## src/rtl/tros_frame_serializer.sv

```systemverilog
// tros_frame_serializer
//   Serialises latched cycle counts from NUM_CH frequency channels as framed,
//   parity-protected words (MSB first) with a Manchester copy of the line.
//   Frame: {PREAMBLE, ch_id, count, par}, where par is the even parity over
//   ch_id and count. Supports single-channel requests and an auto-scan mode
//   that sends channel 0..NUM_CH-1 back to back, with GAP_CYCLES idle bits
//   between frames.
// Ports
//   clk        readout clock (RP2040-driven)
//   rst_n      asynchronous reset, active low
//   ena        design enable, asynchronous, synchronised internally
//   send_req   frame request, asynchronous; only a synchronised rising edge acts
//   scan_mode  0: send ch_sel only, 1: scan every channel
//   ch_sel     channel for single mode
//   counts     packed counts, ch k = counts[k*CNT_W +: CNT_W]
//   busy       high while a frame or scan is in progress
//   frame_done 1-cycle pulse after the last bit of a request
//   tx_data    NRZ serial bit (flop output)
//   tx_manch   tx_data ^ clk
module tros_frame_serializer #(
  parameter int NUM_CH      = 4,
  parameter int CNT_W       = 20,
  parameter int PREAMBLE_W  = 4,
  parameter logic [PREAMBLE_W-1:0] PREAMBLE = 4'b1010,
  parameter int SYNC_STAGES = 3,
  parameter int GAP_CYCLES  = 2,
  localparam int CH_W    = (NUM_CH > 1) ? $clog2(NUM_CH) : 1,
  localparam int FRAME_W = PREAMBLE_W + CH_W + CNT_W + 1
) (
  input  logic                    clk,
  input  logic                    rst_n,
  input  logic                    ena,
  input  logic                    send_req,
  input  logic                    scan_mode,
  input  logic [CH_W-1:0]         ch_sel,
  input  logic [NUM_CH*CNT_W-1:0] counts,
  output logic                    busy,
  output logic                    frame_done,
  output logic                    tx_data,
  output logic                    tx_manch
);

  localparam int BC_W  = $clog2(FRAME_W);
  localparam int GAP_W = (GAP_CYCLES > 1) ? $clog2(GAP_CYCLES) : 1;
  localparam logic [CH_W-1:0]  LAST_CH  = CH_W'(NUM_CH - 1);
  localparam logic [GAP_W-1:0] LAST_GAP = GAP_W'(GAP_CYCLES - 1);
  localparam logic [BC_W-1:0]  LAST_BIT = BC_W'(FRAME_W - 1);

  typedef enum logic [1:0] {IDLE, LOAD, SHIFT, GAP} state_t;

  state_t state_q, state_d;

  logic [SYNC_STAGES-1:0] req_sync, ena_sync;
  logic                   req_prev;
  logic                   req_rise, ena_s;

  logic                   scan_r;
  logic [CH_W-1:0]        ch_r;
  logic [FRAME_W-1:0]     sr_q;
  logic [BC_W-1:0]        bitcnt_q;
  logic [GAP_W-1:0]       gap_q;

  logic [CNT_W-1:0]       sel_cnt;
  logic [FRAME_W-1:0]     frame_w;

  // ---------------------------------------------------------------- sync
  always_ff @(posedge clk or negedge rst_n) begin
    if (!rst_n) begin
      req_sync <= '0;
      ena_sync <= '0;
      req_prev <= 1'b0;
    end else begin
      req_sync <= {req_sync[SYNC_STAGES-2:0], send_req};
      ena_sync <= {ena_sync[SYNC_STAGES-2:0], ena};
      req_prev <= req_sync[SYNC_STAGES-1];
    end
  end

  assign req_rise = req_sync[SYNC_STAGES-1] & ~req_prev;
  assign ena_s    = ena_sync[SYNC_STAGES-1];

  // ------------------------------------------------------ frame assembly
  // Ids beyond NUM_CH (non-power-of-2 channel counts) match no channel and
  // therefore carry a zero count.
  always_comb begin
    sel_cnt = '0;
    for (int k = 0; k < NUM_CH; k++)
      if (ch_r == CH_W'(k)) sel_cnt = counts[k*CNT_W +: CNT_W];
    frame_w = {PREAMBLE, ch_r, sel_cnt, ^{ch_r, sel_cnt}};
  end

  // ----------------------------------------------------------------- FSM
  always_ff @(posedge clk or negedge rst_n) begin
    if (!rst_n) state_q <= IDLE;
    else        state_q <= state_d;
  end

  always_comb begin
    state_d = state_q;
    case (state_q)
      IDLE:  if (req_rise) state_d = LOAD;
      LOAD:  state_d = SHIFT;
      SHIFT: if (bitcnt_q == '0)
               state_d = (scan_r && ch_r < LAST_CH) ? GAP : IDLE;
      GAP:   if (gap_q == LAST_GAP) state_d = LOAD;
      default: state_d = IDLE;
    endcase
    // Losing enable aborts from any state without a completion pulse.
    if (!ena_s) state_d = IDLE;
  end

  // ------------------------------------------------------------ datapath
  // tx_data is the shift register MSB. The register only holds non-zero data
  // during SHIFT: zeros shift in behind the frame, so after the last bit the
  // line is already 0 for GAP/IDLE/LOAD.
  always_ff @(posedge clk or negedge rst_n) begin
    if (!rst_n) begin
      scan_r     <= 1'b0;
      ch_r       <= '0;
      sr_q       <= '0;
      bitcnt_q   <= '0;
      gap_q      <= '0;
      frame_done <= 1'b0;
    end else begin
      frame_done <= 1'b0;
      if (!ena_s) begin
        sr_q     <= '0;
        bitcnt_q <= '0;
        gap_q    <= '0;
      end else begin
        case (state_q)
          IDLE: if (req_rise) begin
            scan_r <= scan_mode;
            ch_r   <= scan_mode ? '0 : ch_sel;
          end
          LOAD: begin
            sr_q     <= frame_w;
            bitcnt_q <= LAST_BIT;
          end
          SHIFT: begin
            sr_q     <= {sr_q[FRAME_W-2:0], 1'b0};
            bitcnt_q <= bitcnt_q - BC_W'(1);
            if (bitcnt_q == '0) begin
              gap_q <= '0;
              if (scan_r && ch_r < LAST_CH) ch_r <= ch_r + CH_W'(1);
              else                          frame_done <= 1'b1;
            end
          end
          GAP: gap_q <= gap_q + GAP_W'(1);
          default: ;
        endcase
      end
    end
  end

  assign busy     = (state_q != IDLE);
  assign tx_data  = sr_q[FRAME_W-1];
  assign tx_manch = tx_data ^ clk;

endmodule

```

## config.mk

```make
export PLATFORM = sky130hd
export DESIGN_NAME = tros_frame_serializer
export DESIGN_NICKNAME = d
export VERILOG_FILES = /design/src/rtl/tros_frame_serializer.sv
export SDC_FILE = /design/constraint.sdc
export NUM_CORES = 1
export LEC_CHECK = 0
export CAP_MARGIN = 5
export CORE_AREA = 2 2 81 103
export DETAILED_ROUTE_END_ITERATION = 12
export DIE_AREA = 0 0 83 105
export PLACE_DENSITY = 0.68
export SYNTH_ARGS = -nofsm -noshare
export SYNTH_HDL_FRONTEND = slang
export SYNTH_SLANG_ARGS = --single-unit
```

## constraint.sdc

```tcl
create_clock -name clk -period 4.8 [get_ports clk]
set_clock_uncertainty 0.2 [all_clocks]
set_input_delay 0.72 -clock clk [delete_from_list [all_inputs] [get_ports clk]]
set_output_delay 0.72 -clock clk [all_outputs]
set_load 0.03 [all_outputs]
```

After elaboration in Yosys (flattened, before gate mapping). Cells that the tools add are included.

Add/sub/neg operators: 3. $lt $le $gt $ge: 1. Eq/ne operators: 14. Multiplexer cells: 26. Bitwise gates (word level): 3. Reductions and logical operators: 11.

Operators with widths (count): 2-to-1 mux 20 bit (4); one-hot mux 27 bit (2 select lines) (1); 2-to-1 mux 27 bit (1); parity 22 bit (1); 2-to-1 mux 2 bit (9); one-hot mux 5 bit (2 select lines) (1); != test 3 bit, second input constant (3); == test 2 bit, second input constant (4); one-hot mux 2 bit (4 select lines) (1); 2-to-1 mux 1 bit (6); != test 2 bit, second input constant (3); != test 3 x 1 -> 1 bit, second input constant (2); AND reduction 3 bit (2); logical NOT 5 bit (1); 2-to-1 mux 5 bit (1); AND reduction 5 bit (1); subtractor 5 x 1 -> 5 bit, second input constant (1); == test 2 x 1 -> 1 bit, second input constant (2); logical NOT 2 bit (2); one-hot mux 2 bit (2 select lines) (1); nonzero test 2 bit (2); adder 2 x 1 -> 2 bit, second input constant (1); < comparator 2 bit, second input constant (1); one-hot mux 1 bit (2 select lines) (1); other kinds (6) (6).

Bits in registers: 46. Input bits: 87. Output and inout bits: 4. Logic and storage cells: 68.

Logic depth before layout (Yosys ltp). Gate-level depths: netlist of the first run.

Depth in word-level cells: 8. Mapped depth: 12. Gate-level depth less buffers: 10.

==> out/summary.txt, run 1 <==
Syn Inst Count: 336
RePlAce Congestion: 0.8329
Rel. slew slack: 0.3297
Number of enable flip-flop cells after synthesis: 0
Synthesized area: 3020 um^2
First-pass iteration count of the detailed router: 5
Synth warnings: 0
Crit-path cells: clkbuf_8, clkbuf_8, xor2_1, clkdlybuf4s50_1
Critical path buffers and inverters: 3
Setup Viol. Count Final: 0
CP most frequent cell: clkbuf_8
Pre-CTS WS: 0.6907 ns
CP max-delay cell: clkdlybuf4s50_1
Number of DRC markers in iteration 0: 146
Syn_area_per_cell: 8.989 um^2
Die Y: 105 um
Number of routed nets with antenna violations: 0
Register area: 1151 um^2
Most numerous cell in the Yosys netlist: dfrtp_1
Final Util: 0.5307
Postcts setup bufs: 0
Worst setup SP type: clock port
Register-to-Register Path Depth: 11
# port buffers: 90
Dpl hpwl: 5.789 mm
Share of cells above drive strength 1: 0.04612
CTS tree: done
Worst reg-to-reg setup slack: 1.11 ns
Total power per unit cell area: 645.8 nW/um^2
Fillcell total: 700
Worst Setup End Kind: output pin
Routed len/inst: 15.71 um
DRC violation count after routing: 0
Crit path max fanout: 2
Leakage: 1.696 nW
Final Slew Violations: 0
RSZ-0062 raised after global routing: no
# diodes: 0
Hold EP: ena_sync[2]
Num rows: 36
Largest stage delay on the critical path: 0.69 ns
Max Cap Viol: 0
CP required: 3.88 ns
Register bit total from synthesis: 46
Clock-pin slew on the worst setup and hold paths: 0.08 ns
Total gr overflow: 0
Initial antenna violation count: 0
Async S/R FF share, synth: 1.000
Hold depth: 0
Hold crit path type: reg -> reg
Maximum VDD drop: 0.0005292 V
Initial Util: 0.3921
GRT Util Overall: 0.1886
Post-cts sizing count: 0
Crit Path Class: clk -> out
Area contributors post-synth: dfrtp_1 38%, a21oi_1 6.1%, xnor2_1 4.9%, a22oi_1 4.7%, mux2i_1 4.6%
Synth unique cells: 38
Vias in the first global route: 2,723
Worst-Margin Slew: 1.005 ns
Tot Pwr: 0.002640 W
Detailed-route via count: 2,731
Die area: 8715 um^2
Hold Crit Start: ena_sync[1]
Most used DFF post-synth: dfrtp_1
Top post-synthesis cells by count: 46 x dfrtp_1, 37 x a21oi_1, 20 x nor2b_1, 19 x a22oi_1, 19 x nand2_1
Top delay family on crit path: buffers and inverters
CTS Hold Buffers Added: 0
Multi-input combinational cell area: 1680 um^2
Area Overhead vs Synth: 35.34%
DR vias/cell: 5.387
First-pass GRT wire length: 13.40 mm
Drt total wl: 7.967 mm
Final Hold Fails: 0
Pin count of the biggest net entering global routing: 47
Largest area contributor in the netlist: dfrtp_1
Post-layout net count: 508
Worst setup margin: 0.4340 ns
Outcome: finished, final reports clean
Post-synthesis net count: 433
Die width: 83 um
Area share of the largest cell type after synthesis: 0.3811
Core footprint: 7702 um^2
Post-synthesis sequential area ratio: 0.3811
End of the worst register-to-register path: sr_q[0]
Clock latency on the worst-skew pair: 0.41 ns
Setup TNS: 0 ns
Boundary Pins: 91
Worst r2r src: ch_r[1]
CP arrival: 3.45 ns
sequential cells by signal, summed over array words and instances, names as in the netlist:
register    flops
sr_q           27
ch_r            2
state_q         2
gap_q           1
bitcnt_q        5
scan_r          1
req_sync        3
req_prev        1
ena_sync        3
frame_done      1
per-stage QoR:
| step | cell area (um^2) | hold WS, ns | instances |
|---|---|---|---|
| floorplan | 3020 | 0.1312 | 336 |
| global placement | 3933 | 0.1315 | 496 |
| detailed placement | 3933 | 0.1385 | 496 |
| CTS | 4088 | 0.1590 | 507 |
| global route | 4088 | 0.1727 | 507 |
| finish | 4088 | 0.1547 | 507 |
area by class of cell:
cell class	instances	share of cell area
multi-input combinational	245	0.4111
sequential	46	0.2816
timing repair buffer	92	0.2222
clock buffer	9	0.02938
tap	95	0.02908
inverter	17	0.01561
clock inverter	3	0.01102
worst max path at each step:
stage	endpoint	cells past startpoint	from
after floorplan	tx_manch	1	clk
after global placement	tx_manch	2	clk
after detailed placement	tx_manch	2	clk
after CTS	tx_manch	4	clk
after global routing	tx_manch	4	clk
final	tx_manch	4	clk
per-layer routing:
| layer | track usage | wire (um) | vias up |
|---|---|---|---|
| met2 | 0.3047 | 3830 | 95 |
| met3 | 0.04186 | 358 | 13 |
| met1 | 0.2422 | 3623 | 1283 |
| li1 | - | - | 1340 |
| met5 | 0 | 0 | - |
| met4 | 0.08080 | 155 | 0 |
cell usage in the layout (no fill, tap or decap), types with 2 or more instances in the layout:
cell type        count
o22ai_1             11
and2_1              11
xor2_1               4
a221oi_2             2
o211a_1              3
o31ai_1              3
nor2_1              17
a211oi_1            10
a21oi_1             37
nor2b_1             20
xnor2_1             17
a22oi_1             19
dfrtp_1             46
a221oi_1             2
nand2b_1             3
inv_1               17
clkbuf_8             8
clkinvlp_4           2
nor3_1               8
clkdlybuf4s50_1     89
buf_4                3
ha_1                 9
xnor3_1              2
a221o_1              4
mux2i_1             14
nand2_1             19
o21ai_0             18
cells by family (layout without fill, tap and decap cells):
logic type                 count (synthesis)  in the layout  synth area share
AOI/OAI and AO/OA                        116            116            0.2544
muxes                                     14             14           0.04639
DFF                                       46             46            0.3811
adders and majority gates                 10             10           0.04143
xor gates and xnor gates                  23             23           0.07580
buffers and inverters                     45            121           0.06338
and+or+nand+nor                           82             82            0.1375
worst reg2reg max path, cell delays in order (launching register included):
cell	delay, ns
dfrtp_1	0.43
inv_1	0.10
ha_1	0.68
nor2b_1	0.10
buf_4	0.24
a221oi_1	0.30
nor3_1	0.08
a21oi_1	0.31
xnor3_1	0.40
xnor2_1	0.25
xnor3_1	0.26
a41o_1	0.25
power by group:
part	leakage, nW	switching [W]	internal [W]
sequential	0.603	0.0000559	0.000464
combinational	1.01	0.000793	0.000924
clock	0.0809	0.000175	0.000228
No activity file was read; power rests on OpenSTA's default activity.
==> inputs of run 2 (changes only) <==
Settings changed: CTS_BUF_LIST set to sky130_fd_sc_hd__clkbuf_4 sky130_fd_sc_hd__clkbuf_8, TNS_END_PERCENT set to 1.
==> results of run 2 <==
Same layout as run 1: the final DEF is identical, and so are final timing and power.
